## src/rtl/decoder_scan_seq_pkg.sv

```systemverilog
// Shared definitions for the decoder select sequencer: default widths and FSM state encoding.
package decoder_scan_seq_pkg;

    localparam int SEL_W_DEF  = 2;
    localparam int PASS_W_DEF = 4;

    typedef enum logic [1:0] {
        ST_IDLE = 2'd0,
        ST_RUN  = 2'd1,
        ST_FIN  = 2'd2
    } state_t;

endpackage

```

## src/rtl/decoder_scan_seq_next_code.sv

```systemverilog
// Combinational next-code / wrap / first-code generator for the select sweep.
// With SCAN_SKIP_EN defined, masked codes are jumped over and the sweep bounds follow the mask.
module scan_next_code #(
    parameter int SEL_W = 2
) (
    input  logic [SEL_W-1:0]      cur_code,
`ifdef SCAN_SKIP_EN
    input  logic [2**SEL_W-1:0]   mask,
`endif
    output logic [SEL_W-1:0]      nxt_code,
    output logic                  wrap,
    output logic [SEL_W-1:0]      first_code,
    output logic                  all_masked
);

    localparam int CODES = 2**SEL_W;

`ifdef SCAN_SKIP_EN
    logic [SEL_W-1:0] last_code_s;

    // Sweep bounds and next unmasked code above the current one, falling back to the first code
    always_comb begin
        first_code  = {SEL_W{1'b0}};
        last_code_s = {SEL_W{1'b0}};
        all_masked  = 1'b1;
        for (int i = 0; i < CODES; i++) begin
            if (!mask[i]) begin
                if (all_masked) begin
                    first_code = SEL_W'(i);
                end else begin
                    first_code = first_code;
                end
                all_masked  = 1'b0;
                last_code_s = SEL_W'(i);
            end else begin
                last_code_s = last_code_s;
            end
        end
        nxt_code = first_code;
        // Walking downward leaves the lowest qualifying code in nxt_code
        for (int i = CODES - 1; i >= 0; i--) begin
            if (!mask[i] && (SEL_W'(i) > cur_code)) begin
                nxt_code = SEL_W'(i);
            end else begin
                nxt_code = nxt_code;
            end
        end
        wrap = (cur_code == last_code_s);
    end
`else
    // Plain sweep: natural binary increment, wrap after the top code
    always_comb begin
        nxt_code   = cur_code + SEL_W'(1);
        wrap       = &cur_code;
        first_code = {SEL_W{1'b0}};
        all_masked = 1'b0;
    end
`endif

endmodule

```

## src/rtl/decoder_scan_seq.sv

```systemverilog
// Select sequencer feeding the 2x4 one-hot decoder: sweeps codes for a programmed pass count
// under a valid/ready handshake. Optional skip mask enabled by SCAN_SKIP_EN.
module decoder_scan_seq
    import decoder_scan_seq_pkg::*;
#(
    parameter int SEL_W  = SEL_W_DEF,
    parameter int PASS_W = PASS_W_DEF
) (
    input  logic                clk,
    input  logic                rst,
    input  logic                start,
    input  logic [PASS_W-1:0]   passes,
`ifdef SCAN_SKIP_EN
    input  logic [2**SEL_W-1:0] skip_mask,
`endif
    input  logic                sel_ready,
    output logic                sel_valid,
    output logic [SEL_W-1:0]    sel,
    output logic                busy,
    output logic                done,
    output logic [PASS_W-1:0]   pass_cnt
);

    localparam int CODES = 2**SEL_W;

    state_t              state_r, state_s;
    logic [SEL_W-1:0]    sel_r, sel_s;
    logic                sel_valid_r, sel_valid_s;
    logic                busy_r, busy_s;
    logic                done_r, done_s;
    logic [PASS_W-1:0]   pass_cnt_r, pass_cnt_s;
    logic [PASS_W-1:0]   passes_r, passes_s;
    logic [PASS_W-1:0]   pass_inc_s;
    logic [SEL_W-1:0]    nxt_code_s;
    logic [SEL_W-1:0]    first_code_s;
    logic                wrap_s;
    logic                all_masked_s;
`ifdef SCAN_SKIP_EN
    logic [CODES-1:0]    mask_r, mask_s;
    logic [CODES-1:0]    mask_use_s;

    // In IDLE the incoming mask decides the first code; during a run the latched one rules
    always_comb begin
        if (state_r == ST_IDLE) begin
            mask_use_s = skip_mask;
        end else begin
            mask_use_s = mask_r;
        end
    end
`endif

    scan_next_code #(
        .SEL_W (SEL_W)
    ) u_next (
        .cur_code   (sel_r),
`ifdef SCAN_SKIP_EN
        .mask       (mask_use_s),
`endif
        .nxt_code   (nxt_code_s),
        .wrap       (wrap_s),
        .first_code (first_code_s),
        .all_masked (all_masked_s)
    );

    // Next-state and next-output logic
    always_comb begin
        state_s     = state_r;
        sel_s       = sel_r;
        sel_valid_s = sel_valid_r;
        busy_s      = busy_r;
        done_s      = 1'b0;
        pass_cnt_s  = pass_cnt_r;
        passes_s    = passes_r;
`ifdef SCAN_SKIP_EN
        mask_s      = mask_r;
`endif
        pass_inc_s  = pass_cnt_r + PASS_W'(1);
        case (state_r)
            ST_IDLE: begin
                if (start) begin
                    pass_cnt_s = {PASS_W{1'b0}};
                    passes_s   = passes;
`ifdef SCAN_SKIP_EN
                    mask_s     = skip_mask;
`endif
                    if ((passes == {PASS_W{1'b0}}) || all_masked_s) begin
                        state_s     = ST_FIN;
                        sel_valid_s = 1'b0;
                        busy_s      = 1'b0;
                        done_s      = 1'b1;
                    end else begin
                        state_s     = ST_RUN;
                        sel_s       = first_code_s;
                        sel_valid_s = 1'b1;
                        busy_s      = 1'b1;
                    end
                end else begin
                    state_s = ST_IDLE;
                end
            end
            ST_RUN: begin
                if (sel_ready) begin
                    sel_s = nxt_code_s;
                    if (wrap_s) begin
                        pass_cnt_s = pass_inc_s;
                        if (pass_inc_s == passes_r) begin
                            state_s     = ST_FIN;
                            sel_valid_s = 1'b0;
                            busy_s      = 1'b0;
                            done_s      = 1'b1;
                        end else begin
                            state_s = ST_RUN;
                        end
                    end else begin
                        state_s = ST_RUN;
                    end
                end else begin
                    state_s = ST_RUN;
                end
            end
            ST_FIN: begin
                state_s     = ST_IDLE;
                sel_valid_s = 1'b0;
                busy_s      = 1'b0;
            end
            default: begin
                state_s     = ST_IDLE;
                sel_s       = {SEL_W{1'b0}};
                sel_valid_s = 1'b0;
                busy_s      = 1'b0;
                pass_cnt_s  = {PASS_W{1'b0}};
            end
        endcase
    end

    // State and output registers; rst aborts any run without a done pulse
    always_ff @(posedge clk) begin
        if (rst) begin
            state_r     <= ST_IDLE;
            sel_r       <= {SEL_W{1'b0}};
            sel_valid_r <= 1'b0;
            busy_r      <= 1'b0;
            done_r      <= 1'b0;
            pass_cnt_r  <= {PASS_W{1'b0}};
            passes_r    <= {PASS_W{1'b0}};
`ifdef SCAN_SKIP_EN
            mask_r      <= {CODES{1'b0}};
`endif
        end else begin
            state_r     <= state_s;
            sel_r       <= sel_s;
            sel_valid_r <= sel_valid_s;
            busy_r      <= busy_s;
            done_r      <= done_s;
            pass_cnt_r  <= pass_cnt_s;
            passes_r    <= passes_s;
`ifdef SCAN_SKIP_EN
            mask_r      <= mask_s;
`endif
        end
    end

    assign sel_valid = sel_valid_r;
    assign sel       = sel_r;
    assign busy      = busy_r;
    assign done      = done_r;
    assign pass_cnt  = pass_cnt_r;

endmodule

```

## config.mk

```make
export PLATFORM = sky130hd
export DESIGN_NAME = decoder_scan_seq
export DESIGN_NICKNAME = d
export VERILOG_FILES = /design/src/rtl/decoder_scan_seq_pkg.sv /design/src/rtl/decoder_scan_seq_next_code.sv /design/src/rtl/decoder_scan_seq.sv
export SDC_FILE = /design/constraint.sdc
export NUM_CORES = 1
export LEC_CHECK = 0
export BUFFER_PORTS_ARGS = -buffer_cell sky130_fd_sc_hd__buf_2
export CAP_MARGIN = 40
export CORE_ASPECT_RATIO = 1.1
export CORE_UTILIZATION = 40
export DETAILED_ROUTE_END_ITERATION = 10
export PLACE_DENSITY = 0.64
export SYNTH_ARGS = -nofsm -noshare
export SYNTH_HDL_FRONTEND = slang
export SYNTH_SLANG_ARGS = --single-unit
```

## constraint.sdc

```tcl
create_clock -name clk -period 1.9 [get_ports clk]
set_input_delay 0.095 -clock clk [delete_from_list [all_inputs] [get_ports clk]]
set_output_delay 0.095 -clock clk [all_outputs]
set_load 0.02 [all_outputs]
```

==> flow_metrics.env <==
export IMPL_clk_path_buf_depth=2
export IMPL_critPathTopFamily="compound AO/OA/AOI/OAI gates"
export IMPL_finalSetupViolCount=0
export IMPL_routed_wl_mm=1.45
export IMPL_synth_top_cells_by_count="dfxtp_1 (13), nor2_1 (10), mux2i_1 (4)"
export IMPL_gp_congestion=0.720
export IMPL_crit_buf_inv=0
export IMPL_drc=0
export IMPL_root_buffer="clkbuf_4"
export IMPL_vias=595
export IMPL_yosys_area_share_simple=0.226
export IMPL_syn_area_sq_um=747
export IMPL_yosysTopAreaCell="dfxtp_1"
export IMPL_start_kind="register"
export IMPL_cts_sinks=13
export IMPL_cts_max_level=1
export IMPL_r2r_cells=5
export IMPL_yosys_warnings=0
export IMPL_holdBufCountCts=0
export IMPL_critPathCaptureType="register"
export IMPL_finalClockSkew_ns=0.00968
export IMPL_drt_antenna_violating_nets=0
export IMPL_grt_antenna_before_repair=0
export IMPL_synth_top_family_by_area="simple AND/OR/NAND/NOR gates"
export IMPL_wl_met2_microns=648
export IMPL_tightest_slew_ns=0.591
export IMPL_fill_cells=181
export IMPL_cp_startpoint="pass_cnt[0]"
export IMPL_async_flop_share=0
export IMPL_path_max_fanout=5
export IMPL_grt_pass1_wl_mm=2.35
export IMPL_synthAdderAreaFrac=0.0335
export IMPL_viasPerCell=5.36
export IMPL_path_clk_slew_ns=0.09
export IMPL_synthTopCellsByArea="dfxtp_1 (35%), mux2i_1 (5.4%), nor2_1 (5.0%), xor2_1 (3.5%), ha_1 (3.4%)"
export IMPL_cts_resized=0
export IMPL_rsz0062_at_grt="no"
export IMPL_post_synth_xor_area_fraction=0.0905
export IMPL_whs_path_depth=3
export IMPL_yosysMostFrequentCell="dfxtp_1"
export IMPL_core_area_sq_um=1760
export IMPL_max_cap_viol_count=0
export IMPL_grt_pass1_vias=518
export IMPL_synth_avg_cell_area_sq_um=9.58
export IMPL_dieArea_sq_um=2040
export IMPL_nets=104
export IMPL_fin_setup_tns_ns=0
export IMPL_synth_nets=88
export IMPL_die_h_microns=47.3
export IMPL_ys_ff_latch=13
export IMPL_dr_pass1_iters=4
export IMPL_met3_length_microns=49
export IMPL_ys_types=36
export IMPL_initial_core_util=0.424
export IMPL_ys_flop_type="dfxtp_1"
export IMPL_power_density_nw_per_um2=671
export IMPL_grt_overflow=0
export IMPL_synthMuxAreaShare=0.0687
export IMPL_rows=16
export IMPL_synthCells=78
export IMPL_hp_start="passes[2]"
export IMPL_slew_headroom=0.603
export IMPL_pin_count=17
export IMPL_ir_drop_uv=476
export IMPL_crit_end="state_r[0]"
export IMPL_met1_length_microns=735
export IMPL_port_buffers=16
export IMPL_cp_cell_sequence="ha_1 -> xnor2_1 -> nand3_1 -> o41ai_1 -> a21boi_1"
export IMPL_whs_ns=0.0572
export IMPL_leakagePower_nw=0.363
export IMPL_rrSetupSlack_ns=0.29
export IMPL_topRoutingLayerUsed="met4"
export IMPL_slowest_delay_ns=0.42
export IMPL_diodes=0
export IMPL_clk_latency_ns=0.28
export IMPL_reg2reg_from="pass_cnt[0]"
export IMPL_track_usage=0.159
export IMPL_cts_made_buffers=3
export IMPL_outcome="finished clean"
export IMPL_cp_slowest_cell="dfxtp_1"
export IMPL_worstPathArrival_ns=1.77
export IMPL_die_width_microns=43.2
export IMPL_cp_depth=5
export IMPL_min_path_type="input pin to register"
export IMPL_hold_viol_final=0
export IMPL_timing_final_crit_period_ns=1.61
export IMPL_period_share=0.845
export IMPL_synth_compound_area_share=0.173
export IMPL_synth_edff_count=0
export IMPL_area_growth_pct=12.9
export IMPL_synth_top_area_share=0.348
export IMPL_yosysSeqAreaShare=0.348
export IMPL_slew_viol_final=0
export IMPL_cts_tree="yes"
export IMPL_crit_type="register to register"
export IMPL_hpwl_mm=1.09
export IMPL_drive_above_1_share=0.301
export IMPL_max_clock_freq_mhz=623
export IMPL_avgRoutedWirePerCell_microns=13.0
export IMPL_postCtsSetupBuffers=0
export IMPL_required_ns=2.07
export IMPL_r2r_end="state_r[0]"
export IMPL_drt_initial_drc_count=6
export IMPL_grt_start_max_net_pins=12
[sequential cells by signal, indices dropped and copies added (netlist names)]
register / cells
sel: 2
passes_r: 4
state_r: 1
pass_cnt: 4
busy: 1
done: 1
[stage by stage]
step | std cells | area [sq um] | util | setup slack, ns | total power (W)
global placement | 107 | 816 | 0.463 | 0.370 | 0.000397
global route | 111 | 843 | 0.479 | 0.193 | 0.000598
finish | 111 | 843 | 0.479 | 0.295 | 0.000566
detailed placement | 107 | 816 | 0.463 | 0.314 | 0.000396
floorplan | 78 | 747 | - | 0.282 | 0.000377
CTS | 111 | 843 | 0.479 | 0.285 | 0.000573
[how the worst min path moves through the flow]
stage / endpoint
global placement: passes_r[0]
finish: passes_r[2]
floorplan: passes_r[0]
CTS: passes_r[2]
global route: passes_r[0]
detailed placement: passes_r[2]
[worst reg2reg max path, delay by kind of cell, from the launching register on]
family / cells / cell delay, ns
flip-flops: 1 / 0.42
adder cells (fa/ha/maj): 1 / 0.29
AO/OA/AOI/OAI: 2 / 0.50
AND/OR/NAND/NOR: 1 / 0.14
XOR/XNOR: 1 / 0.15
[routing by layer]
metal | global-route usage | vias up
met5 | 0 | -
met4 | 0.0909 | 0
met3 | 0.0231 | 2
met2 | 0.230 | 11
met1 | 0.226 | 274
li1 | - | 308
[cell usage in the layout (no fill, tap or decap), types with 2 or more instances in the layout]
| master | n |
|---|---|
| ha_1 | 2 |
| nand3_1 | 3 |
| inv_1 | 2 |
| nand2b_1 | 3 |
| a21oi_1 | 3 |
| xor2_1 | 3 |
| a21boi_1 | 2 |
| clkbuf_4 | 3 |
| xnor2_1 | 2 |
| nand4b_1 | 2 |
| buf_2 | 16 |
| mux2i_1 | 4 |
| dfxtp_1 | 13 |
| nand2_1 | 3 |
| nor2_1 | 10 |
| a311oi_1 | 2 |
[cell type report]
cell class	instances	area, sq um	area share
timing repair buffer	16	80.1	0.0950
sequential	13	260	0.309
clock buffer	3	22.5	0.0267
inverter	3	11.3	0.0134
tap	18	22.5	0.0267
multi-input combinational	57	442	0.524
clock inverter	1	5.00	0.00593
[report_power, final]
group | internal (W) | switching, W | leakage (nW)
Sequential | 0.000284 | 0.0000141 | 0.106
Clock | 0.0000780 | 0.0000980 | 0.0177
Combinational | 0.0000412 | 0.0000505 | 0.239
[cells by family (layout without fill, tap and decap cells)]
family,after synthesis,in the layout
buf+inv,8,23
flops,13,13
mux,5,5
xor+xnor,6,6
simple gates,28,28
fa+ha+maj,2,2
compound gates,16,16
(Power assumes the default switching activity.)
